===== src/rtl/mul_arb_pkg.sv =====
`default_nettype none
// ============================================================
// Package : mul_arb_pkg
// Desc    : Shared types and defaults for the multiplier arbiter.
// Rev     : 1.0
// ============================================================
package mul_arb_pkg;

    localparam int c_DEF_WIDTH   = 32;
    localparam int c_DEF_MUL_LAT = 3;

    // Encoding 3 is unused; the arbiter recovers from it to IDLE.
    typedef enum logic [1:0] {
        IDLE = 2'd0,
        BUSY = 2'd1,
        DONE = 2'd2
    } arb_state_t;

endpackage
`default_nettype wire


===== src/rtl/mul_pipe.sv =====
`default_nettype none
// ============================================================
// Module : mul_pipe
// Desc   : Registered multiplier, MUL_LAT stages, valid pipe.
// Rev    : 1.0
// ============================================================
module mul_pipe
    import mul_arb_pkg::*;
#(
    parameter int WIDTH   = c_DEF_WIDTH,
    parameter int MUL_LAT = c_DEF_MUL_LAT
) (
    input  logic             clk,
    input  logic             reset,
    input  logic             valid_in,
    input  logic [WIDTH-1:0] a,
    input  logic [WIDTH-1:0] b,
    output logic             valid_out,
    output logic [WIDTH-1:0] p
);

    logic [MUL_LAT-1:0] r_valid;
    logic [WIDTH-1:0]   r_prod [MUL_LAT];

    always_ff @(posedge clk or posedge reset) begin
        if (reset) begin
            r_valid <= '0;
        end else begin
            r_valid[0] <= valid_in;
            for (int i = 1; i < MUL_LAT; i++) begin
                r_valid[i] <= r_valid[i-1];
            end
        end
    end

    // Data stages carry no reset; only the valid bits decide what is live.
    always_ff @(posedge clk) begin
        r_prod[0] <= a * b;
        for (int i = 1; i < MUL_LAT; i++) begin
            r_prod[i] <= r_prod[i-1];
        end
    end

    assign valid_out = r_valid[MUL_LAT-1];
    assign p         = r_prod[MUL_LAT-1];

endmodule
`default_nettype wire


===== src/rtl/mul_share_arbiter.sv =====
`default_nettype none
// ============================================================
// Module : mul_share_arbiter
// Desc   : Round-robin sharing of one pipelined multiplier.
// Rev    : 1.0
// ============================================================
module mul_share_arbiter
    import mul_arb_pkg::*;
#(
    parameter int NREQ    = 4,
    parameter int WIDTH   = c_DEF_WIDTH,
    parameter int MUL_LAT = c_DEF_MUL_LAT
) (
    input  logic                  clk,
    input  logic                  reset,
    input  logic [NREQ-1:0]       req,
    input  logic [NREQ*WIDTH-1:0] op_a,
    input  logic [NREQ*WIDTH-1:0] op_b,
    output logic [NREQ-1:0]       done,
    output logic [WIDTH-1:0]      result,
    output logic                  busy
);

    localparam int c_IW = $clog2(NREQ);

    arb_state_t        r_state;
    logic [c_IW-1:0]   r_rr_ptr;
    logic [c_IW-1:0]   r_grant;
    logic [NREQ-1:0]   r_done;
    logic [WIDTH-1:0]  r_result;
    logic              r_busy;

    logic [c_IW-1:0]   w_sel;
    logic              w_any;
    int                w_idx;
    logic              w_launch;
    logic [WIDTH-1:0]  w_a;
    logic [WIDTH-1:0]  w_b;
    logic              w_pvalid;
    logic [WIDTH-1:0]  w_p;

    // Scan offsets high to low so the smallest offset from rr_ptr wins.
    always_comb begin
        w_sel = '0;
        w_any = 1'b0;
        w_idx = 0;
        for (int k = NREQ - 1; k >= 0; k--) begin
            w_idx = int'(r_rr_ptr) + k;
            if (w_idx >= NREQ) begin
                w_idx = w_idx - NREQ;
            end
            if (req[w_idx]) begin
                w_sel = c_IW'(w_idx);
                w_any = 1'b1;
            end
        end
    end

    // Operands are captured by the first pipe stage in the grant cycle.
    assign w_launch = (r_state == IDLE) && w_any;
    assign w_a      = op_a[int'(w_sel)*WIDTH +: WIDTH];
    assign w_b      = op_b[int'(w_sel)*WIDTH +: WIDTH];

    mul_pipe #(
        .WIDTH   (WIDTH),
        .MUL_LAT (MUL_LAT)
    ) u_mul_pipe (
        .clk       (clk),
        .reset     (reset),
        .valid_in  (w_launch),
        .a         (w_a),
        .b         (w_b),
        .valid_out (w_pvalid),
        .p         (w_p)
    );

    always_ff @(posedge clk or posedge reset) begin
        if (reset) begin
            r_state  <= IDLE;
            r_rr_ptr <= '0;
            r_grant  <= '0;
            r_done   <= '0;
            r_result <= '0;
            r_busy   <= 1'b0;
        end else begin
            r_done <= '0;
            case (r_state)
                IDLE: begin
                    if (w_any) begin
                        r_grant <= w_sel;
                        r_state <= BUSY;
                        r_busy  <= 1'b1;
                    end
                end
                BUSY: begin
                    if (w_pvalid) begin
                        r_result <= w_p;
                        r_done   <= NREQ'(1) << r_grant;
                        r_state  <= DONE;
                    end
                end
                DONE: begin
                    r_rr_ptr <= (r_grant == c_IW'(NREQ - 1)) ? '0 : r_grant + 1'b1;
                    r_state  <= IDLE;
                    r_busy   <= 1'b0;
                end
                default: begin
                    r_state <= IDLE;
                    r_busy  <= 1'b0;
                end
            endcase
        end
    end

    assign done   = r_done;
    assign result = r_result;
    assign busy   = r_busy;

endmodule
`default_nettype wire


===== config.mk =====
export PLATFORM = sky130hd
export DESIGN_NAME = mul_share_arbiter
export DESIGN_NICKNAME = d
export VERILOG_FILES = /design/src/rtl/mul_arb_pkg.sv /design/src/rtl/mul_pipe.sv /design/src/rtl/mul_share_arbiter.sv
export SDC_FILE = /design/constraint.sdc
export NUM_CORES = 2
export LEC_CHECK = 0
export CAP_MARGIN = 0
export CORE_MARGIN = 3
export CORE_UTILIZATION = 35
export CTS_BUF_LIST = sky130_fd_sc_hd__clkbuf_2
export DETAILED_ROUTE_END_ITERATION = 8
export HOLD_SLACK_MARGIN = 0.12
export PLACE_DENSITY = 0.56
export RECOVER_POWER = 25
export REMOVE_ABC_BUFFERS = 1
export SYNTH_ARGS = -nofsm -noshare
export SYNTH_HDL_FRONTEND = slang
export SYNTH_HIERARCHICAL = 1
export SYNTH_SLANG_ARGS = --single-unit

===== constraint.sdc =====
create_clock -name clk -period 22.5 [get_ports clk]
set_input_delay 3.375 -clock clk [delete_from_list [all_inputs] [get_ports clk]]
set_output_delay 3.375 -clock clk [all_outputs]
set_load 0.05 [all_outputs]

==> metrics.md <==
| Metric | Value |
|---|---|
| WHS Endpoint | u_mul_pipe/r_prod[0][94] |
| Port-buffer cells | between 200 and 300 |
| Max-Cap Viols | 0 |
| Clock-pin slew on the worst setup and hold paths | 0.23 ns |
| Commonest non-fill, non-tap cells in the layout | fa_1, and2_1, inv_1, nand2_1, clkdlybuf4s50_1 |
| Initial drt markers | 1067 |
| Vias per Instance | 5.228 |
| Critical Path Fanout Max | 114 |
| Worst-Margin Slew | 1.366 ns |
| Sink Count | 142 |
| Largest net degree at the start of global routing | 115 |
| First-pass GRT wire length | roughly 120000 um |
| Synth unique cells | 68 |
| Synth Warn # | 6 |
| Post-synthesis sequential area ratio | 0.1289 |
| Die height | 267.0 um |
| Layout cells sized above 1 | 0.05027 |
| Async set-reset flop share out of synthesis | 0.3239 |
| FP Rows | 95 |
| Hold Startpoint | u_mul_pipe/r_prod[0][62] |
| Min Clock Period, post-route | 13.21 ns |
| Commonest non-fill, non-tap cell in the layout | fa_1 |
| Area contributors post-synth | fa_1, and2_1, dfxtp_1 |
| CTS HTree Levels | 4 |
| Post-synth EDFFs | 0 |
| Synth Cell Area | between 20000 and 25000 um^2 |
| CORE AREA | approximately 67000 um^2 |
| Top FF cell, synth | dfxtp_1 |
| Routability cong. | 0.9266 |
| Crit start category | input pin |
| Total Nets Final | 3589 |
| Antenna-violating nets left | 0 |
| Post-synth top area cell | fa_1 |
| IO Pins | around 300 |
| Synth Instances | ~2700 |
| Vias | 19240 |
| DIE WIDTH | 267.0 um |
| CP dominant cell by count | fa_1 |
| Critical Path RT | 23.08 ns |
| Hold Path Depth | 0 |
| CTS resizes | 0 |
| # Post-CTS Setup Buffers | 0 |
| CTS Hold Buffers Added | 0 |
| Slowest cell on crit path | a32oi_1 |
| Synth Area per Inst | ~9.0 um^2 |
| CTS root buf | clkbuf_2 |
| Slew headroom | 0.08962 |
| Final hold vios | 0 |
| Hold Slack | 0.3221 ns |
| FMAX | ~76 MHz |
| RR Endpoint | u_mul_pipe/r_prod[0][30] |
| Reg2reg setup slack | 12.43 ns |
| Die area | 71300 um^2 |
| Worst EP arrival | 13.79 ns |
| Setup CP Type | in2reg |
| Post-route insts no fill | roughly 3700 |
| Total Routing Usage GR | 0.2102 |
| Grt ovf | 0 |
| Setup violations, final | 0 |
| WL final | about 73000 um |
| #FFs+latches synth | between 100 and 150 |
| CTS tree | done |
| Longest Clk Path Bufs | 2 |
| Clock Skew | 0.02778 ns |
| Initial Utilization | 0.3545 |
| RSZ-0062 raised after global routing | false |
| Tcrit/Tclk final | 0.5871 |
| Outcome | finished clean |
| Synthesis-to-finish area growth | 16.01% |
| Synth top area share | 0.3425 |
| Initial antenna violation count | 2 |
| Fill cells | around 6700 |
| Detail Placement HPWL | 55740 um |
| Clock latency at the later pin of the worst-skew pair | 0.67 ns |
| Crit Reg-Reg Startpoint | r_rr_ptr[0] |
| Worst setup EP type | register |
| First-pass DRT Iterations | 7 |
| Hold Crit Class | reg2reg |
| Setup TNS | 0 ns |
| Slowest Stage Delay on Critical Path | 1.03 ns |
| DRC viols | 0 |
| Final Slew Violations | 0 |
| Worst Reg-to-Reg Cells | 26 |
| Placed cells | 3646 |
| Vias in the first global route | 20900 |
| CTS Buf Count | 17 |
| Drt wl/cell | 19.88 um |
routing by layer:
| metal | up-vias | wire [um] | share of wire | global-route usage |
|---|---|---|---|---|
| met2 | 722 | 34120 | 0.47 | 0.3494 |
| met1 | 9685 | 32000 | 0.44 | 0.2812 |
| met4 | 0 | 2473 | 0.034 | 0.07039 |
| li1 | 8718 | - | - | - |
| met3 | 110 | 4551 | 0.062 | 0.03116 |
| met5 | - | 0 | 0 | 0 |
cell usage after synthesis, types with 2 or more instances:
master and instances:
a211oi_2 2, a21bo_1 64, a21o_1 12, a21oi_1 18, a21oi_2 2, a221oi_1 64
a31o_2 2, a32oi_1 65, and2_1 367, and2_2 7, and3_1 2, and4_4 2
buf_1 16, buf_2 7, buf_4 33, buf_6 7, clkbuf_1 172, dfrtp_1 46
dfxtp_1 96, fa_1 408, ha_1 127, inv_1 363, mux2_2 2, nand2_1 339
nand2_2 3, nand2b_1 5, nand3_1 133, nand4_1 2, nor2_1 15, nor2b_1 6
nor3_1 2, nor3b_1 66, nor4_1 65, o21a_1 3, o21ai_0 7, o21ai_1 4
o21bai_1 3, o221ai_1 2, xnor2_1 64, xor2_1 20
critical path, delay by kind of cell:
family                     cells  cell delay [ns]
adders and majority gates      9             4.12
and+or+nand+nor                6             1.14
AOI/OAI and AO/OA              7             2.21
buffers and inverters          6             2.76
cell families (layout without fill, tap and decap cells):
group	Yosys count	after routing	share of synthesized area
AND/OR/NAND/NOR	1024	1024	0.2296
buffers and inverters	599	753	0.1021
adder cells (fa/ha/maj)	535	535	0.4092
AO/OA/AOI/OAI	263	263	0.09749
flip-flops	142	142	0.1289
XOR/XNOR	85	85	0.03153
multiplexers	3	3	0.001364
other	0	1	0
how the worst max path moves through the flow:
stage / cells after the start / end / startpoint / slack [ns]
global route: 28 / u_mul_pipe/r_prod[0][30] / req[3] / 8.91
floorplan: 26 / u_mul_pipe/r_prod[0][31] / req[1] / 4.69
CTS: 28 / u_mul_pipe/r_prod[0][30] / req[3] / 9.54
detailed placement: 28 / u_mul_pipe/r_prod[0][30] / req[3] / 8.76
global placement: 28 / u_mul_pipe/r_prod[0][30] / req[3] / 8.99
finish: 28 / u_mul_pipe/r_prod[0][30] / req[3] / 9.29
final cells by class:
type,instances,area (um^2),area share
clock buffer,17,85.08,0.003076
sequential,142,3077,0.1112
timing repair buffer,357,3426,0.1238
tap,873,1092,0.03948
clock inverter,15,152.6,0.005518
inverter,364,1366,0.04939
multi-input combinational,1910,18460,0.6674
antenna,1,2.502,0.00009046
state kept, by name, indices dropped and copies added (netlist names):
register and cells:
u_mul_pipe/r_prod 96, result 32, done 4, u_mul_pipe/r_valid 3, r_grant 2, r_rr_ptr 2
r_state 2, busy 1
per-stage QoR:
step	util	setup WS [ns]	area, um^2
finish	0.4112	9.291	27660
global route	0.4112	8.915	27660
CTS	0.4112	9.536	27660
detailed placement	0.4076	8.758	27420
global placement	0.4076	8.992	27420
floorplan	-	4.687	22780
Power is not shown: default switching activity piles up to over one toggle a cycle in this logic, so the estimate is an artifact.
==> RTL change 1 (same settings) <==
Encoding of `arb_state_t`: now one-hot (3 bits for 3 states).
--- a/src/rtl/mul_arb_pkg.sv
+++ b/src/rtl/mul_arb_pkg.sv
@@ -12,6 +12,6 @@
     // Encoding 3 is unused; the arbiter recovers from it to IDLE.
-    typedef enum logic [1:0] {
-        IDLE = 2'd0,
-        BUSY = 2'd1,
-        DONE = 2'd2
+    typedef enum logic [2:0] {
+        IDLE = 3'b001,
+        BUSY = 3'b010,
+        DONE = 3'b100
     } arb_state_t;
Check against the original RTL: same outputs for any inputs over 4 cycles, from zero or initial values and one cycle with reset high; so few cycles prove little.
==> RTL change 1 against the unedited design <==
- routed wire length fell by 2.3%
- cell area up 0.36%
- setup slack improved by 0.19 ns
- hold slack got worse by 0.010 ns
- sequential cell count grew 1
- synthesized area increased by 0.10%
- register-to-register slack improved by 0.14 ns
Power is left out: the tool's default activity adds up to more than one toggle a clock period on the data nets, which glitch-free logic cannot reach.
==> RTL change 1: results <==
[status]
status = finished, final reports clean

[timing]
skew_ns = 0.0415
tightestPinTransition_ns = 1.29

[setup_path]
cpPeakStageDelay_ns = 0.84
rrSetupSlack_ns = 12.57
crit_path_top_delay_cell = buf_4
rr_endpoint = u_mul_pipe/r_prod[0][30]
r2r_cells = 26
crit_family = adder cells
cp_max_fo = 99
arrival_ns = 13.58

[clocking]
post-cts-setup-buffer-count = 0
h-tree-depth = 4
clk_latency_ns = 0.68

[grt]
grt_pass1_wl_um = 114000
grt_max_degree = 100
grt_pass1_vias = 20200
grt_usage_pct = 20.3
antenna_found_initial = 3

[detailed_routing]
routed_wl_um = 71500
firstDrtPassIters = 5
via_count = 18900
first_iter_violations = 1232

[finish]
fillCellCount = 6628
largest_reg_flops = 96
max_flop_register = u_mul_pipe/r_prod
final_layout_size_suffix_gt1_share_pct = 7.15
fin_nets = 3524

[yosys]
synth_common_cells = fa_1 (408), and2_1 (367), inv_1 (362)
seq_area_frac_synth_pct = 13.0
synthFlopType = dfxtp_1
netlist_top_cells_area = fa_1 (34%), and2_1 (9.6%), dfxtp_1 (8.1%)
synth-async-reset-ratio_pct = 32.9

[placed_design]
place_hpwl_um = 53700
routabilityCongestion = 0.908
[RTL change 1: worst min-delay path by stage]
stage                                   startpoint                  endpoint  slack (ns)  cells past startpoint
final                     u_mul_pipe/r_prod[0][40]  u_mul_pipe/r_prod[0][72]        0.31                      0
after global routing       u_mul_pipe/r_prod[0][7]  u_mul_pipe/r_prod[0][39]        0.30                      0
after CTS                 u_mul_pipe/r_prod[0][40]  u_mul_pipe/r_prod[0][72]        0.32                      0
after detailed placement  u_mul_pipe/r_prod[0][37]  u_mul_pipe/r_prod[0][69]        0.31                      0
after global placement     u_mul_pipe/r_prod[0][4]  u_mul_pipe/r_prod[0][36]        0.31                      0
after floorplan            u_mul_pipe/r_prod[0][0]  u_mul_pipe/r_prod[0][32]        0.31                      0
[RTL change 1: area by class of cell]
| cell class | count | area (µm²) | share of cell area (%) |
|---|---|---|---|
| multi-input cells | 1847 | 18500 | 66.6 |
| repair buffers | 356 | 3420 | 12.3 |
| diodes | 2 | 5.00 | 0.0180 |
| clock buffers | 18 | 90.1 | 0.324 |
| well taps | 873 | 1090 | 3.93 |
| flip-flops and latches | 143 | 3100 | 11.2 |
| inverters | 362 | 1360 | 4.89 |
| clock inverters | 14 | 203 | 0.730 |
[RTL change 1: routing by layer]
| layer | wire [µm] | global-route usage [%] | part of all wire, % | vias up |
|---|---|---|---|---|
| met1 | 32500 | 28.4 | 46 | 9523 |
| met4 | 1510 | 4.83 | 2.1 | 0 |
| li1 | - | - | - | 8561 |
| met3 | 4020 | 2.19 | 5.6 | 84 |
| met5 | 0 | 0 | 0 | - |
| met2 | 33400 | 33.8 | 47 | 739 |
[RTL change 1: kinds of logic after synthesis]
family	count (synthesis)	synth area share (%)
AO/OA/AOI/OAI	265	9.80
XOR/XNOR	85	3.15
adder cells (fa/ha/maj)	535	40.9
buffers and inverters	594	10.1
flip-flops	143	13.0
multiplexers	37	1.74
AND/OR/NAND/NOR	925	21.4
[RTL change 1: metrics by stage]
| step | worst slack (ns) | cells | instance area (µm²) | hold slack, ns |
|---|---|---|---|---|
| 6_report | 9.48 | 3615 | 27800 | 0.312 |
| 5_1_grt | 9.08 | 3615 | 27800 | 0.303 |
| 4_1_cts | 9.65 | 3613 | 27800 | 0.318 |
| 3_5_place_dp | 8.85 | 3581 | 27500 | 0.312 |
| 3_3_place_gp | 8.94 | 3581 | 27500 | 0.313 |
| 2_1_floorplan | 4.69 | 2352 | 22800 | 0.310 |
==> RTL change 2 (same settings) <==
Made on the original files. `c_DEF_MUL_LAT`: 3 -> 5.
--- a/src/rtl/mul_arb_pkg.sv
+++ b/src/rtl/mul_arb_pkg.sv
@@ -9,3 +9,3 @@
     localparam int c_DEF_WIDTH   = 32;
-    localparam int c_DEF_MUL_LAT = 3;
+    localparam int c_DEF_MUL_LAT = 5;
 
Function: same outputs for any inputs over 4 cycles, from zero or initial values and one cycle with reset high; that may be too few to reach the edited logic, so the function may still have changed.
==> RTL change 2 against the unedited design <==
- sequential cell count increased by 66
- setup slack improved by 0.065 ns
- synthesized area increased by 3.9%
- die area increased by 3.8%
- cell area increased by 5.1%
- routed wire length increased by 7.0%
- clock skew increased by 0.022 ns
- final cell count increased by 4.3%
- first-iteration DRC count increased by 4.9%
- fmax increased by 0.49%
- sequential share of layout area increased by 4.0 points
- hold slack got worse by 0.030 ns
Power is not shown: default switching activity piles up to over one toggle a cycle in this logic, so the estimate is an artifact.
==> RTL change 2: results <==
[status]
status = finished, final reports clean

[grt]
met3_usage_pct = 4.67
antenna_found_initial = 1
grt_pass1_vias = 21800
grt_usage_pct = 21.3
grtUsageMet1_pct = 27.5
grt_max_degree = 103

[yosys]
seq_area_frac_synth_pct = 17.8
synth_cell_type_count = 56
netlist_top_cells_area = fa_1 (33%), dfxtp_1 (13%), and2_1 (9.4%)
ys_ff_latch = 208

[worst_hold_path]
min_to = u_mul_pipe/r_prod[4][12]
worstHoldStart = u_mul_pipe/r_prod[3][12]

[detailed_routing]
wl_met2_um = 36000
first_iter_violations = 1119
wl_met1_um = 32700
vias_per_cell = 5.19
wl_per_cell_um = 20.4

[finish]
clkCellAreaFrac_pct = 1.33
final_layout_size_suffix_gt1_share_pct = 5.23
non_clock_buffer_area_share_pct = 11.8
clkbuf_count = 62
final_area_um2 = 29100
fillCellCount = 6754
multi_input_area_share_pct = 62.9
num-multi-input-gates = 1899

[clocking]
cts_made_buffers = 45
h-tree-depth = 2
clk_latency_ns = 0.74
clkTransAtPathRegs_ns = 0.10
clockBufferDepth = 3

[timing]
tightestPinTransition_ns = 1.05
setup_ws_ns = 9.36
skew_ns = 0.0502

[setup_path]
arrival_ns = 13.77
rrSetupSlack_ns = 12.08
critPathCapture = u_mul_pipe/r_prod[0][29]
crit_path_top_delay_cell = or4b_4
cpPeakStageDelay_ns = 0.87

[placed_design]
place_ws_ns = 8.34
place_hpwl_um = 57400
routabilityCongestion = 0.931
## RTL change 2: cell count changes after synthesis, moves of 4 or more
| cell | change |
|---|---|
| inv_1 | +4 |
| and2_2 | -7 |
| o21bai_1 | +4 |
| and2_1 | +6 |
| buf_4 | -32 |
| dfxtp_1 | +64 |
| nand2_1 | -6 |
## RTL change 2: cells by family after synthesis
group | count (synthesis) | share of synthesized area (%)
muxes | 2 | 0.0909
AOI/OAI and AO/OA | 268 | 9.28
buffers and inverters | 569 | 8.85
and+or+nand+nor | 1010 | 21.7
adders and majority gates | 535 | 39.4
DFF | 208 | 17.8
xor gates and xnor gates | 84 | 2.97
## RTL change 2: per-stage QoR
stage	std cells	hold WS, ns
6_report	3838	0.292
5_1_grt	3838	0.272
4_1_cts	3836	0.272
3_5_place_dp	3763	0.312
3_3_place_gp	3763	0.310
2_1_floorplan	2475	0.310
